===== config.mk =====
export PLATFORM = sky130hd
export DESIGN_NAME = prf_rd_arb_flat
export DESIGN_NICKNAME = d
export VERILOG_FILES = /design/src/rtl/prf_rd_arb_if.sv /design/src/rtl/prf_rd_arb.sv /design/src/flat_wrapper.sv
export SDC_FILE = /design/constraint.sdc
export NUM_CORES = 1
export LEC_CHECK = 0
export BUFFER_PORTS_ARGS = -buffer_cell sky130_fd_sc_hd__clkbuf_2
export CORE_AREA = 3 3 130 132
export CTS_CLUSTER_DIAMETER = 120
export CTS_CLUSTER_SIZE = 12
export DETAILED_ROUTE_END_ITERATION = 12
export DIE_AREA = 0 0 133 135
export GPL_TIMING_DRIVEN = 0
export REMOVE_ABC_BUFFERS = 1
export SLEW_MARGIN = 20
export SYNTH_ARGS = -nofsm -noshare
export SYNTH_HDL_FRONTEND = slang
export SYNTH_SLANG_ARGS = --single-unit

===== constraint.sdc =====
create_clock -name clk -period 3.3 [get_ports clk]
set_clock_uncertainty 0.2 [all_clocks]
set_input_delay 0.66 -clock clk [delete_from_list [all_inputs] [get_ports clk]]
set_output_delay 0.66 -clock clk [all_outputs]
set_load 0.05 [all_outputs]

===== src/rtl/prf_rd_arb_if.sv =====
// PRF read-port arbiter bus: requester side plus the PRF read-port pair.
// master = requesters and PRF model, slave = arbiter.
interface prf_rd_arb_if #(
  parameter int NUM_REQ  = 3,
  parameter int PRF_ID_W = 7,
  parameter int DATA_W   = 64
) ();
  logic [NUM_REQ-1:0]                     req_rd0;
  logic [NUM_REQ-1:0][1:0]                req_rden_rd0;
  logic [NUM_REQ-1:0][1:0][PRF_ID_W-1:0]  req_rdaddr_rd0;
  logic [NUM_REQ-1:0]                     gnt_rd0;
  logic [1:0]                             prf_rdens_rd0;
  logic [1:0][PRF_ID_W-1:0]               prf_rdaddrs_rd0;
  logic [1:0][DATA_W-1:0]                 prf_rddatas_rd1;
  logic [NUM_REQ-1:0]                     rsp_vld_rd1;
  logic [1:0][DATA_W-1:0]                 rsp_data_rd1;
  logic [NUM_REQ-1:0]                     starved;

  modport master (
    output req_rd0,
    output req_rden_rd0,
    output req_rdaddr_rd0,
    output prf_rddatas_rd1,
    input  gnt_rd0,
    input  prf_rdens_rd0,
    input  prf_rdaddrs_rd0,
    input  rsp_vld_rd1,
    input  rsp_data_rd1,
    input  starved
  );

  modport slave (
    input  req_rd0,
    input  req_rden_rd0,
    input  req_rdaddr_rd0,
    input  prf_rddatas_rd1,
    output gnt_rd0,
    output prf_rdens_rd0,
    output prf_rdaddrs_rd0,
    output rsp_vld_rd1,
    output rsp_data_rd1,
    output starved
  );
endinterface


===== src/rtl/prf_rd_arb.sv =====
// Round-robin PRF read-port arbiter with starvation override and a
// one-stage response pipeline that tags returning data with its owner.
module prf_rd_arb #(
  parameter int NUM_REQ    = 3,
  parameter int PRF_ID_W   = 7,
  parameter int DATA_W     = 64,
  parameter int STARVE_MAX = 7
) (
  input  logic         clk,
  input  logic         reset,
  prf_rd_arb_if.slave  bus
);
  localparam int PTR_W = (NUM_REQ > 1) ? $clog2(NUM_REQ) : 1;
  localparam logic [3:0] SMAX = 4'(STARVE_MAX);
  localparam logic [PTR_W-1:0] LAST = PTR_W'(NUM_REQ - 1);

  logic [PTR_W-1:0]        rr_q, rr_d;
  logic [NUM_REQ-1:0][3:0] wait_q, wait_d;
  logic [NUM_REQ-1:0]      vld_q, vld_d;
  logic [1:0]              en_q, en_d;

  logic [NUM_REQ-1:0]      starved_q;
  logic [NUM_REQ-1:0]      hit;
  logic [NUM_REQ-1:0]      gnt;
  logic [PTR_W-1:0]        st_idx, rr_idx, gidx;
  logic                    st_any, rr_any, gany;

  always_comb begin
    for (int i = 0; i < NUM_REQ; i++) begin
      starved_q[i] = (wait_q[i] == SMAX);
    end
  end

  assign hit = bus.req_rd0 & starved_q;

  // Descending scans let the first match in priority order win last.
  always_comb begin
    st_idx = '0;
    st_any = 1'b0;
    for (int i = NUM_REQ - 1; i >= 0; i--) begin
      if (hit[i]) begin
        st_idx = PTR_W'(i);
        st_any = 1'b1;
      end
    end
  end

  always_comb begin
    int j;
    rr_idx = '0;
    rr_any = 1'b0;
    for (int k = NUM_REQ - 1; k >= 0; k--) begin
      j = int'(rr_q) + k;
      if (j >= NUM_REQ) j = j - NUM_REQ;
      if (bus.req_rd0[j]) begin
        rr_idx = PTR_W'(j);
        rr_any = 1'b1;
      end
    end
  end

  always_comb begin
    gidx = st_any ? st_idx : rr_idx;
    gany = (st_any | rr_any) & ~reset;
    gnt  = '0;
    gnt[gidx] = gany;
  end

  always_comb begin
    en_d = '0;
    bus.prf_rdaddrs_rd0 = '0;
    if (gany) begin
      en_d = bus.req_rden_rd0[gidx];
      bus.prf_rdaddrs_rd0 = bus.req_rdaddr_rd0[gidx];
    end
  end

  always_comb begin
    rr_d = rr_q;
    if (gany) begin
      if (gidx == LAST) rr_d = '0;
      else              rr_d = gidx + 1'b1;
    end
  end

  always_comb begin
    for (int i = 0; i < NUM_REQ; i++) begin
      wait_d[i] = wait_q[i];
      if (!bus.req_rd0[i] || gnt[i]) begin
        wait_d[i] = '0;
      end else if (wait_q[i] != SMAX) begin
        wait_d[i] = wait_q[i] + 4'd1;
      end
    end
  end

  assign vld_d = gnt;

  always_ff @(posedge clk) begin
    if (reset) begin
      rr_q   <= '0;
      wait_q <= '0;
      vld_q  <= '0;
      en_q   <= '0;
    end else begin
      rr_q   <= rr_d;
      wait_q <= wait_d;
      vld_q  <= vld_d;
      en_q   <= en_d;
    end
  end

  // Reset masks the rd1 stage so an in-flight grant never returns.
  always_comb begin
    bus.gnt_rd0       = gnt;
    bus.prf_rdens_rd0 = en_d;
    bus.rsp_vld_rd1   = reset ? '0 : vld_q;
    bus.starved       = reset ? '0 : starved_q;
    for (int p = 0; p < 2; p++) begin
      bus.rsp_data_rd1[p] = (!reset && en_q[p]) ?
                            bus.prf_rddatas_rd1[p] : '0;
    end
  end
endmodule


===== src/flat_wrapper.sv =====
// flat-port wrapper written by rule: the top's interface ports become plain ports
module prf_rd_arb_flat 
#(
  parameter int NUM_REQ    = 3,
  parameter int PRF_ID_W   = 7,
  parameter int DATA_W     = 64,
  parameter int STARVE_MAX = 7
)
  (clk, reset, bus_req_rd0, bus_req_rden_rd0, bus_req_rdaddr_rd0, bus_prf_rddatas_rd1, bus_gnt_rd0, bus_prf_rdens_rd0, bus_prf_rdaddrs_rd0, bus_rsp_vld_rd1, bus_rsp_data_rd1, bus_starved);
  prf_rd_arb_if #(.NUM_REQ(NUM_REQ), .PRF_ID_W(PRF_ID_W), .DATA_W(DATA_W)) bus_i ();
  input  logic clk;
  input  logic reset;
  input wire logic [$bits(bus_i.req_rd0)-1:0] bus_req_rd0;
  input wire logic [$bits(bus_i.req_rden_rd0)-1:0] bus_req_rden_rd0;
  input wire logic [$bits(bus_i.req_rdaddr_rd0)-1:0] bus_req_rdaddr_rd0;
  input wire logic [$bits(bus_i.prf_rddatas_rd1)-1:0] bus_prf_rddatas_rd1;
  output wire logic [$bits(bus_i.gnt_rd0)-1:0] bus_gnt_rd0;
  output wire logic [$bits(bus_i.prf_rdens_rd0)-1:0] bus_prf_rdens_rd0;
  output wire logic [$bits(bus_i.prf_rdaddrs_rd0)-1:0] bus_prf_rdaddrs_rd0;
  output wire logic [$bits(bus_i.rsp_vld_rd1)-1:0] bus_rsp_vld_rd1;
  output wire logic [$bits(bus_i.rsp_data_rd1)-1:0] bus_rsp_data_rd1;
  output wire logic [$bits(bus_i.starved)-1:0] bus_starved;
  assign bus_i.req_rd0 = bus_req_rd0;
  assign bus_i.req_rden_rd0 = bus_req_rden_rd0;
  assign bus_i.req_rdaddr_rd0 = bus_req_rdaddr_rd0;
  assign bus_i.prf_rddatas_rd1 = bus_prf_rddatas_rd1;
  assign bus_gnt_rd0 = bus_i.gnt_rd0;
  assign bus_prf_rdens_rd0 = bus_i.prf_rdens_rd0;
  assign bus_prf_rdaddrs_rd0 = bus_i.prf_rdaddrs_rd0;
  assign bus_rsp_vld_rd1 = bus_i.rsp_vld_rd1;
  assign bus_rsp_data_rd1 = bus_i.rsp_data_rd1;
  assign bus_starved = bus_i.starved;
  prf_rd_arb #(.NUM_REQ(NUM_REQ), .PRF_ID_W(PRF_ID_W), .DATA_W(DATA_W), .STARVE_MAX(STARVE_MAX)) u_core (.clk(clk), .reset(reset), .bus(bus_i));
endmodule

==> results of run 1 <==
==> per-layer routing <==
| layer | track usage, % | wire length [um] | vias up | share of wire (%) |
|---|---|---|---|---|
| met2 | 26.33 | 7484 | 202 | 46 |
| li1 | - | - | 1857 | - |
| met3 | 7.079 | 2073 | 10 | 13 |
| met4 | 1.617 | 87 | 0 | 0.53 |
| met5 | 0 | 0 | - | 0 |
| met1 | 20.98 | 6712 | 1703 | 41 |
==> synthesized netlist by cell type, types with 2 or more instances <==
library cell,count,area [um2]
a211oi_1,16,120.1
a21o_1,2,15.01
a21oi_1,6,30.03
a311oi_1,8,70.07
a311oi_2,14,210.2
and2_1,129,807.0
buf_2,5,25.02
buf_4,4,30.03
buf_6,4,45.04
clkbuf_1,19,71.32
dfxtp_1,19,380.4
ha_1,6,75.07
inv_1,6,22.52
mux2i_1,4,40.04
nand2_1,4,15.01
nand2b_1,4,25.02
nand3_1,22,110.1
nor2_1,12,45.04
nor2b_1,7,43.79
nor3_1,6,30.03
nor4b_1,4,35.03
o2111ai_1,2,17.52
o21ai_0,19,95.09
o21ai_1,2,10.01
xnor2_1,2,17.52
==> path summary, 6_finish.rpt <==
path                                      from                endpoint  slack, ns  depth (start not counted)
worst max-delay path            u_core.rr_q[0]  bus_prf_rdaddrs_rd0[3]       0.04                          8
worst min-delay path            u_core.rr_q[0]          u_core.rr_q[0]       0.31                          2
worst min register to register  u_core.rr_q[0]          u_core.rr_q[0]       0.31                          2
worst max register to register  u_core.rr_q[1]          u_core.rr_q[1]       0.90                          8
==> metrics by stage <==
step                hold WS (ns)  instance area, um2  instances  worst slack [ns]  power, mW
global route              0.3325                4826        883          -0.02238      3.156
global placement          0.3035                4343        862            -1.666      2.402
detailed placement        0.3071                4413        864            -1.055      2.445
CTS                       0.3128                4763        882         -0.002703      2.965
finish                    0.3103                4826        883           0.04372      3.014
floorplan                 0.2848                2406        313           -0.8191      1.838
==> critical path: cells and delay by family (launching register included) <==
| family | cells | cell delay, ns |
|---|---|---|
| simple gates | 3 | 0.75 |
| compound gates | 2 | 0.45 |
| flops | 1 | 0.34 |
| buf+inv | 2 | 0.30 |
| fa+ha+maj | 1 | 0.28 |
==> logic make-up (layout without fill, tap and decap cells) <==
logic type | after synthesis | count (layout) | synth area share, %
buffers and inverters | 41 | 355 | 8.938
adder cells (fa/ha/maj) | 6 | 6 | 2.868
AND/OR/NAND/NOR | 201 | 205 | 47.56
flip-flops | 19 | 19 | 14.53
XOR/XNOR | 3 | 3 | 1.004
AO/OA/AOI/OAI | 74 | 75 | 23.57
multiplexers | 4 | 4 | 1.530
==> cell usage in the layout, fill, tap and decap left out, types with 2 or more instances in the layout <==
cell and count:
a21oi_1 5, buf_6 2, a211oi_1 16, nand4b_1 2, buf_4 15, nor2b_1 5
nor2_1 12, a311oi_1 6, clkbuf_16 3, xnor2_1 2, and2_1 128, clkbuf_8 3
nand3_2 3, nor2b_4 2, clkbuf_2 314, buf_2 3, nand2b_1 4, nor4b_1 4
nand2_1 3, clkbuf_4 5, mux2i_1 4, and2_4 2, nand3_1 19, a21o_4 2
buf_16 2, o21ai_1 7, ha_1 2, nand2b_4 3, nor3_1 6, o21ai_0 14
dfxtp_1 18, a311oi_2 16, inv_1 5, ha_2 3
==> final cells by class <==
cell class | count | area (um2)
Fill cell | 1704 | 11000
Multi-Input combinational cell | 293 | 2197
Timing Repair Buffer | 345 | 1876
Sequential cell | 19 | 381.6
Tap cell | 216 | 270.3
Clock buffer | 4 | 78.83
Inverter | 6 | 22.52
==> power by group <==
group	total (mW)	switching, mW	internal (mW)
logic	2.47	1.72	0.755
registers	0.291	0.0219	0.269
clock network	0.251	0.0867	0.164
total	3.01	1.83	1.19
==> registers in the layout (all words and copies together), names as in the netlist <==
name and cells:
u_core.en_q 2, u_core.vld_q 3, u_core.rr_q 2, u_core.wait_q 12
==> timing repair <==
item | 4_1_cts | 5_1_grt
setup buffers | 9 | 1
resized for setup | 45 | 26
pin swaps | 4 | 5
endpoints found under the setup margin | 20 | 19
gates cloned | 5 | 0
==> impl_metrics.toml, run 1 <==
[status]
status = "finished, final reports clean"

[die]
start_util_pct = 16.54
dieArea_mm2 = 0.01796
pin_count = 334
core_area_mm2 = 0.01583
die_height_um = 135
die_x_um = 133
fp-row-count = 46

[final_layout]
nets = 855
syn_to_final_growth_pct = 84.37
final_util_pct = 30.49
drive_above_1_share_pct = 59.52
n_antenna_cell = 0

[critical_path]
crit_chain = "inv_2 > ha_4 > or3b_4 > o2111ai_4 > and2_4 > nand3_2 > a311oi_2 > clkbuf_8"
slowest_delay_ns = 0.38
crit_path_end_kind = "output pin"
slowest_stage = "or3b_4"
arrival_ns = 2.40
cp.required_ns = 2.44
cp-start-kind = "register"
path_class = "reg -> out"
worstPathMaxFanout = 8

[hold_path]
hold_path.class = "reg -> reg"

[global_routing]
grt_pass1_vias = 3487
grt_max_degree = 49
antenna_found_initial = 1
overflow = 0
grt_usage_pct = 16.31
grt_pass1_wl_um = 22490

[yosys]
synthCells = 348
yosys.cell_types.count = 47
yosys_warnings = 0
yosysSeqAreaShare_pct = 14.53
synthFlopType = "dfxtp_1"
synth_seq_cells = 19
async_reset_ff_share_pct = 0
synth_edf_count = 0
syn_avg_cell_area_um2 = 7.522
netlist_area_mm2 = 0.002618

[route]
ant_nets = 0
via_per_inst = 4.272
drt_pre_antenna_iters = 4
routed_wl_um = 16360
wl_per_cell_um = 18.53
num_vias = 3772
drtIter0Drc = 172
drc_errors = 0

[place]
io_buffer_count = 333
dp_hpwl_um = 12640
globalplace.congestion = 0.7560

[clocking]
cts.hold.buffers_added = 0
clk_pin_slew_ns = 0.05
cts_root_buffer = "clkbuf_16"
clk_path_buf_depth = 2
cts_tree = "built"
cts_buffers = 3
h-tree-depth = 1
cts.sinks = 19
clk_latency_ns = 0.25

[timing]
finalSetupViolations = 0
fmax_ghz = 0.3071
relSlewSlack_pct = 62.73
fin_crit_sh_pct = 98.68
hold_viol = 0
rsz0062_at_grt = "yes"
fin_setup_tns_ns = 0
slew_viol_final = 0
worst_pin_slew_ns = 0.5561
layout_min_cycle_time_ns = 3.256

[power]
vdd_ir_drop_max_uv = 338.6
power_density_mw_per_mm2 = 624.6
p_leak_nw = 2.547

[run]
cap_violations = 0
Note: power is estimated with default switching activity, not from simulation.
==> run 2, diff against run 1 <==
--- a/config.mk
+++ b/config.mk
@@ -6,12 +6,13 @@
 export NUM_CORES = 1
 export LEC_CHECK = 0
 export BUFFER_PORTS_ARGS = -buffer_cell sky130_fd_sc_hd__clkbuf_2
-export CORE_AREA = 3 3 130 132
+export CORE_AREA = 2 2 129 131
 export CTS_CLUSTER_DIAMETER = 120
 export CTS_CLUSTER_SIZE = 12
 export DETAILED_ROUTE_END_ITERATION = 12
-export DIE_AREA = 0 0 133 135
+export DIE_AREA = 0 0 131 133
 export GPL_TIMING_DRIVEN = 0
+export PLACE_DENSITY_LB_ADDON = 0.2
 export REMOVE_ABC_BUFFERS = 1
 export SLEW_MARGIN = 20
 export SYNTH_ARGS = -nofsm -noshare
==> run 2 against run 1 <==
  * Sequential share of layout area decreased by 0.19 points
  * Global-route usage fell by 0.87 points
  * Design area is 3.5% higher
  * Count of clock-buffer cells in the layout unchanged
  * Hold slack better by 0.017 ns
  * Largest cell class unchanged
  * Largest power group unchanged
  * Highest routed layer unchanged
==> impl_metrics.toml, run 2 (synthesis gave the netlist of run 1 again) <==
[die]
die_x_um = 131
fp-row-count = 47
core_area_mm2 = 0.01617
pin_count = 334
start_util_pct = 16.19
die_height_um = 133
dieArea_mm2 = 0.01742

[final_layout]
syn_to_final_growth_pct = 90.82
nets = 860
final_util_pct = 30.89
regMostFlops = "u_core.wait_q"
nFillCells = 1788
final_common_cell = "clkbuf_2"
reg.largest.list = "u_core.wait_q (12), u_core.vld_q (3)"
n_antenna_cell = 0
final_cell_area_mm2 = 0.004995
layout_common_cells = "315 x clkbuf_2, 128 x and2_1, 17 x dfxtp_1"
largest_register_ffs = 12
drive_above_1_share_pct = 61.01

[run]
cap_violations = 0

[place]
globalplace.congestion = 0.7988
dp_hpwl_um = 10390
io_buffer_count = 333
placed_area_mm2 = 0.004418

[power]
total_power_mw = 3.102
vdd_ir_drop_max_uv = 286.3
power_density_mw_per_mm2 = 621.1
p_leak_nw = 2.585

[critical_path]
slowest_delay_ns = 0.40
r2r_cells = 8
r2r_slack_ns = 0.91
crit_start = "u_core.rr_q[0]"
cp.required_ns = 2.44
crit_chain = "inv_4 > ha_4 > or3b_4 > o2111ai_4 > and2_4 > nand3_2 > a311oi_2 > clkbuf_8"
reg2reg_from = "u_core.rr_q[1]"
worstPathMaxFanout = 8
cp-start-kind = "register"
crit_buf_inv = 2
crit_path_end_kind = "output pin"
path_class = "reg -> out"
r2r-end = "u_core.rr_q[1]"
crit_family = "simple AND/OR/NAND/NOR gates"
arrival_ns = 2.41
slowest_stage = "or3b_4"

[route]
drt_pre_antenna_iters = 4
wl_per_cell_um = 16.08
drc_errors = 0
routed_wl_um = 14350
num_vias = 3654
via_per_inst = 4.096
drtIter0Drc = 137
ant_nets = 0

[hold_path]
holdPathEnd = "u_core.wait_q[9]"
hold_path.startpoint = "u_core.wait_q[9]"
min_path_cells = 2
hold_path.class = "reg -> reg"

[timing]
worst_pin_slew_ns = 0.5308
hold_viol = 0
finalSetupViolations = 0
rsz0062_at_grt = "yes"
fmax_ghz = 0.3054
slew_viol_final = 0
whs_ns = 0.3274
fin_crit_sh_pct = 99.21
layout_min_cycle_time_ns = 3.274
relSlewSlack_pct = 64.61

[global_routing]
use_met2_pct = 23.06
overflow = 0
grtUsageMet1_pct = 23.50
grt_pass1_vias = 3391
grt_pass1_wl_um = 20990
met3_usage_pct = 2.669
grt_usage_pct = 15.45
grt_max_degree = 39
antenna_found_initial = 0
top_usage_layer = "met1"

[clocking]
cts_root_buffer = "clkbuf_16"
h-tree-depth = 1
cts_buffers = 3
cts_tree = "built"
clk_pin_slew_ns = 0.06
clk_path_buf_depth = 2
cts.sinks = 19
clk_latency_ns = 0.25

[status]
status = "finished, final reports clean"
run 2: timing repair:
action                     CTS  global route
hold buffers                 0             0
cloned                       9             0
pin swaps                    9            20
setup buffers                5             6
gates resized for setup     58            38
setup endpoints to repair   31            19
run 2: cell type report:
type,count,area (um2),share of cell area [%]
clock buffer,4,78.83,1.578
multi-input combinational,297,2312,46.29
tap,220,275.3,5.511
inverter,6,25.02,0.5010
sequential,19,385.4,7.715
timing repair buffer,346,1918,38.40
run 2: where the power goes:
part	switching [mW]	internal [mW]	total [mW]	leakage (nW)
clock network	0.0916	0.165	0.256	0.0382
registers	0.0276	0.272	0.300	0.156
logic	1.72	0.829	2.55	2.39
total	1.84	1.27	3.10	2.58
run 2: worst max path at each step:
stage	to	slack [ns]	cells past startpoint
after floorplan	bus_prf_rdens_rd0[0]	-0.82	5
after global placement	bus_rsp_data_rd1[72]	-1.52	4
after detailed placement	bus_prf_rdens_rd0[0]	-1.17	7
after CTS	bus_prf_rdens_rd0[0]	-0.01	7
after global routing	bus_prf_rdens_rd0[1]	-0.08	8
final	bus_prf_rdens_rd0[1]	0.03	8
run 2: metrics by stage:
stage / setup TNS [ns] / cells / worst slack (ns)
global placement: -210.13 / 866 / -1.523
CTS: -0.01068 / 886 / -0.01068
finish: 0 / 892 / 0.02600
global route: -0.4399 / 892 / -0.08331
floorplan: -24.95 / 313 / -0.8191
detailed placement: -24.53 / 868 / -1.171
run 2: tightest hold or removal path: cells and delay by family, from the launching register on:
| kind | cells | cell delay (ns) |
|---|---|---|
| multiplexers | 1 | 0.08 |
| AND/OR/NAND/NOR | 1 | 0.07 |
| flip-flops | 1 | 0.34 |
run 2: per-layer routing:
layer	vias to the layer above	wire length, um
met1	1686	6849
met3	2	575
met4	0	28
li1	1886	-
met2	80	6892
met5	-	0
